## src/rtl/mux4_bus_arbiter.sv

```systemverilog
// Round-robin owner of the shared 16-bit 4:1 operand mux with bounded tenure and a dead cycle between owners.
// Optional per-requester grant counters (cnt_idx/cnt_val) are built when ARB_GRANT_CNT_EN is defined.

module mux4_1 #(
    parameter int W = 16
) (
    input  logic [1:0]   sel,
    input  logic [W-1:0] a,
    input  logic [W-1:0] b,
    input  logic [W-1:0] c,
    input  logic [W-1:0] d,
    output logic [W-1:0] y
);
    always_comb begin
        unique case (sel)
            2'd0:    y = a;
            2'd1:    y = b;
            2'd2:    y = c;
            default: y = d;
        endcase
    end
endmodule

module mux4_bus_arbiter #(
    parameter int MAX_HOLD = 8,
    parameter int CNT_W    = 16
) (
    input  logic        clk,
    input  logic        rst_n,
    input  logic [3:0]  req,
    input  logic [15:0] data_a,
    input  logic [15:0] data_b,
    input  logic [15:0] data_c,
    input  logic [15:0] data_d,
    output logic [3:0]  grant,
    output logic [1:0]  sel,
    output logic        bus_valid,
    output logic [15:0] bus_data
`ifdef ARB_GRANT_CNT_EN
    ,
    input  logic [1:0]       cnt_idx,
    output logic [CNT_W-1:0] cnt_val
`endif
);
    localparam int HOLD_W = (MAX_HOLD > 1) ? $clog2(MAX_HOLD) : 1;
    localparam logic [HOLD_W-1:0] HOLD_LAST = HOLD_W'(MAX_HOLD - 1);

    typedef enum logic [1:0] {IDLE, BUSY, RELEASE} state_t;

    typedef struct packed {
        state_t            state;
        logic [3:0]        grant;
        logic [1:0]        sel;
        logic              vld;
        logic [1:0]        rr_ptr;
        logic [HOLD_W-1:0] hold;
    } arb_t;

    arb_t       cur, nxt;
    logic [1:0] pick;
    logic       start;
    logic       expire;
    logic       others;
    logic       own_drop;

    // First requester at or after rr_ptr; lowest offset wins.
    always_comb begin
        pick = cur.rr_ptr;
        for (int k = 3; k >= 0; k--) begin
            if (req[cur.rr_ptr + 2'(k)]) pick = cur.rr_ptr + 2'(k);
        end
    end

    assign expire   = (cur.hold == HOLD_LAST);
    assign others   = |(req & ~cur.grant);
    assign own_drop = ~req[cur.sel];

    always_ff @(posedge clk or negedge rst_n) begin
        if (!rst_n) begin
            cur.state  <= IDLE;
            cur.grant  <= '0;
            cur.sel    <= '0;
            cur.vld    <= 1'b0;
            cur.rr_ptr <= '0;
            cur.hold   <= '0;
        end else begin
            cur <= nxt;
        end
    end

    always_comb begin
        nxt   = cur;
        start = 1'b0;
        case (cur.state)
            IDLE, RELEASE: begin
                if (|req) begin
                    nxt.state = BUSY;
                    nxt.grant = 4'b0001 << pick;
                    nxt.sel   = pick;
                    nxt.vld   = 1'b1;
                    nxt.hold  = '0;
                    start     = 1'b1;
                end else begin
                    nxt.state = IDLE;
                    nxt.grant = '0;
                    nxt.vld   = 1'b0;
                end
            end
            BUSY: begin
                if (own_drop || (expire && others)) begin
                    nxt.state  = RELEASE;
                    nxt.grant  = '0;
                    nxt.vld    = 1'b0;
                    nxt.rr_ptr = cur.sel + 2'd1;
                    nxt.hold   = '0;
                end else if (expire) begin
                    // Sole requester: renew the tenure without a dead cycle.
                    nxt.hold = '0;
                end else begin
                    nxt.hold = cur.hold + HOLD_W'(1);
                end
            end
            default: begin
                nxt.state = IDLE;
                nxt.grant = '0;
                nxt.vld   = 1'b0;
                nxt.hold  = '0;
            end
        endcase
    end

    assign grant     = cur.grant;
    assign sel       = cur.sel;
    assign bus_valid = cur.vld;

    mux4_1 #(.W(16)) u_mux (
        .sel (cur.sel),
        .a   (data_a),
        .b   (data_b),
        .c   (data_c),
        .d   (data_d),
        .y   (bus_data)
    );

`ifdef ARB_GRANT_CNT_EN
    logic [CNT_W-1:0] gcnt [4];

    for (genvar g = 0; g < 4; g++) begin : g_cnt
        always_ff @(posedge clk or negedge rst_n) begin
            if (!rst_n)                     gcnt[g] <= '0;
            else if (start && pick == 2'(g)) gcnt[g] <= gcnt[g] + CNT_W'(1);
        end
    end

    assign cnt_val = gcnt[cnt_idx];
`else
    logic unused_start;
    assign unused_start = start;
`endif

endmodule
```

## config.mk

```make
export PLATFORM = sky130hd
export DESIGN_NAME = mux4_bus_arbiter
export DESIGN_NICKNAME = d
export VERILOG_FILES = /design/src/rtl/mux4_bus_arbiter.sv
export SDC_FILE = /design/constraint.sdc
export NUM_CORES = 1
export LEC_CHECK = 0
export CORE_ASPECT_RATIO = 1.5
export CORE_MARGIN = 4
export CORE_UTILIZATION = 55
export DETAILED_ROUTE_END_ITERATION = 7
export DONT_BUFFER_PORTS = 1
export GPL_TIMING_DRIVEN = 1
export HOLD_SLACK_MARGIN = 0.08
export PLACE_DENSITY_LB_ADDON = 0.12
export SLEW_MARGIN = 20
export SYNTH_ARGS = -nofsm -noshare
export SYNTH_HDL_FRONTEND = slang
export SYNTH_SLANG_ARGS = --single-unit
```

## constraint.sdc

```tcl
create_clock -name clk -period 1.81 [get_ports clk]
set_input_delay 0.4525 -clock clk [delete_from_list [all_inputs] [get_ports clk]]
set_output_delay 0.4525 -clock clk [all_outputs]
set_load 0.01 [all_outputs]
```

==> results.toml <==
[route]
vias = 1184
via_per_inst = 6.84
routed_wirelength_um = 3790
drt_pre_antenna_iters = 5
route.detailed.drc = 0
wl_per_cell_um = 21.9
ant_nets = 0
drt-initial-drc-count = 70

[setup_path]
cpMaxStageDelayCell = "dfrtp_1"
critPathCaptureType = "output pin"
crit_path_max_incr_delay_ns = 0.36
path_delay_family = "flip-flops"
path_cells = "inv_2, buf_6, ha_4, buf_6, a222oi_1, mux2i_1"
required_ns = 1.36
crit_path_max_fanout = 8
cp.arrival_ns = 1.67
cp-start-kind = "register"
crit_top_cell = "buf_6"
cp_num_buf_inv = 3
worst-setup-path-type = "reg2out"

[power_and_ir_drop]
p_comb_share_pct = 72.6
swShare_pct = 45.4
p_per_area_mw_per_mm2 = 1810
switchingPower_mw = 1.25
leakage_nw = 0.697
seqPwrFrac_pct = 20.7
vdd_ir_drop_max_v = 0.000935
intPower_mw = 1.50
clock_power_share_pct = 6.7

[sta]
skew_ns = 0.00344
postLayoutSetupSlackWorst_ns = -0.316
min_period_ns = 2.13
slew-limit-headroom_pct = 60.8
fin_crit_sh_pct = 117
setup_viol = 16
timing.fmax_mhz = 470
finalHoldViolations = 0
finalMaxSlewViolations = 0
worst_slew_pin_slew_ns = 0.586
rsz0062_at_grt = "yes"

[synth]
synth_area_per_cell_um2 = 9.21
synth_edf_count = 0
ys_types = 34
synth.cell_area_mm2 = 0.00124
ys.flop_type = "dfrtp_1"
yosys_warnings = 0
synthCells = 135
async_reset_ff_share_pct = 100
syn-num-nets = 211
ys_ff_latch = 13
yosysSeqAreaShare_pct = 26.2

[layout]
syn2layout_area_growth_pct = 21.9
layout.cells.non_filler = 173
mostFrequentLayoutCell = "inv_1"
n_antenna_cell = 0
drive_gt1_share_pct = 31.1
fin_nets = 228
layout_common_cells = "inv_1 (24), a222oi_1 (16), buf_4 (16), mux2i_1 (12), dfrtp_1 (12)"
stdcell_area_mm2 = 0.00152

[floorplanning]
die_w_um = 46.8
fp.dieH_um = 66.2
ios = 93
dieArea_mm2 = 0.00310
start_util_pct = 59.2
core_area_mm2 = 0.00210
rows = 20

[cts]
worstSkewPairLatency_ns = 0.28
cts.htree.levels = 1
numCtsBuffers = 3
cts_root_buf = "clkbuf_4"
path_clk_slew_ns = 0.08
cts.sinks = 13
clockBufferDepth = 2
cts_tree = "done"

[worst_hold_path]
min_path_type = "in2reg"

[global_routing]
grt_start_max_net_pins = 17
grt_pass1_vias = 1149
track_usage_pct = 22.4
antenna_found_initial = 0
grt_pass1_wl_um = 5020
grt-ovfl-total = 0

[run_status]
violations = "setup timing"
status = "finished, violations left"

[placement]
io_buffers = 0
hpwl_um = 2900
dp_cells = 156
gp_congestion = 0.853
place_area_mm2 = 0.00130

[flow_run]
maxCapViolCount = 0
[per-stage QoR]
stage	worst slack [ns]	hold WS [ns]	TNS, ns	power (mW)	utilization, %
after floorplan	0.000826	0.157	0	1.81	-
final	-0.316	0.430	-4.19	2.75	72.1
after global placement	-0.0648	0.157	-0.490	2.08	61.7
after global routing	-0.408	0.447	-5.57	2.94	72.1
after CTS	-0.287	0.433	-3.76	2.49	66.4
after detailed placement	-0.144	0.157	-1.53	2.13	61.7
[path summary, 6_finish.rpt]
| check | startpoint | to | slack [ns] | cells after the start |
|---|---|---|---|---|
| min in group asynchronous | rst_n | cur[2] | 0.60 | 1 |
| max in group asynchronous | rst_n | sel[1] | 0.79 | 1 |
| worst min-delay path | req[3] | grant[1] | 0.43 | 2 |
| worst max-delay path | sel[0] | bus_data[15] | -0.32 | 6 |
| worst min register to register | cur[1] | cur[1] | 0.50 | 2 |
| worst max register to register | sel[1] | cur[4] | 0.05 | 5 |
[power by group through the flow]
stage / clock, mW / combinational, mW / sequential [mW]
after floorplan: 0 / 1.29 / 0.521
after global placement: 0 / 1.52 / 0.566
after detailed placement: 0 / 1.56 / 0.569
after CTS: 0.186 / 1.74 / 0.559
after global routing: 0.200 / 2.15 / 0.590
final: 0.184 / 2.00 / 0.570
[worst register-to-register path: stages (launching register included)]
cell and delay, ns:
dfrtp_2 0.43, buf_6 0.11, buf_6 0.08, mux4_2 0.53, a21oi_2 0.19, mux2_4 0.31
[routing by layer]
metal	track usage, %	wire length, um	up-vias
li1	-	-	533
met3	5.45	397	9
met2	44.2	2160	86
met1	18.0	1150	556
met4	12.1	82	0
met5	0	0	-
[registers in the layout (all words and copies together), names as in the netlist]
name   cells
cur        7
grant      4
sel        2
[Yosys cell counts (2+ instances only)]
library cell	number	area share, %
a222oi_1	16	13
dfrtp_1	13	26
o21ai_0	3	1.2
clkbuf_1	5	1.5
nor2_1	2	0.60
o32ai_1	2	1.4
ha_1	6	6.0
o21ai_1	2	0.80
nor2b_1	7	3.5
nand2_1	6	1.8
buf_4	6	3.6
o22ai_1	4	2.0
mux2i_1	17	14
inv_1	26	7.8
[area by class of cell]
| type | count | area, um2 |
|---|---|---|
| clock buffer | 4 | 26.3 |
| sequential | 13 | 327 |
| inverter | 26 | 97.6 |
| timing repair buffer | 25 | 229 |
| multi-input combinational | 83 | 810 |
| tap | 22 | 27.5 |
| fill | 158 | 586 |
[cell families after synthesis]
group / count (synthesis) / share of synthesized area [%]
and+or+nand+nor: 22 / 10.6
muxes: 19 / 16.7
buffers and inverters: 39 / 14.3
AOI/OAI and AO/OA: 36 / 26.3
adders and majority gates: 6 / 6.04
DFF: 13 / 26.2
[what timing repair did]
item	4_1_cts	5_1_grt
setup endpoints to repair	16	16
gates cloned	0	0
gates resized for setup	11	16
endpoints found under the hold margin	13	0
hold buffers	1	0
buffers inserted	1	13
pin swaps	1	14
Note: power is estimated with default switching activity, not from simulation.
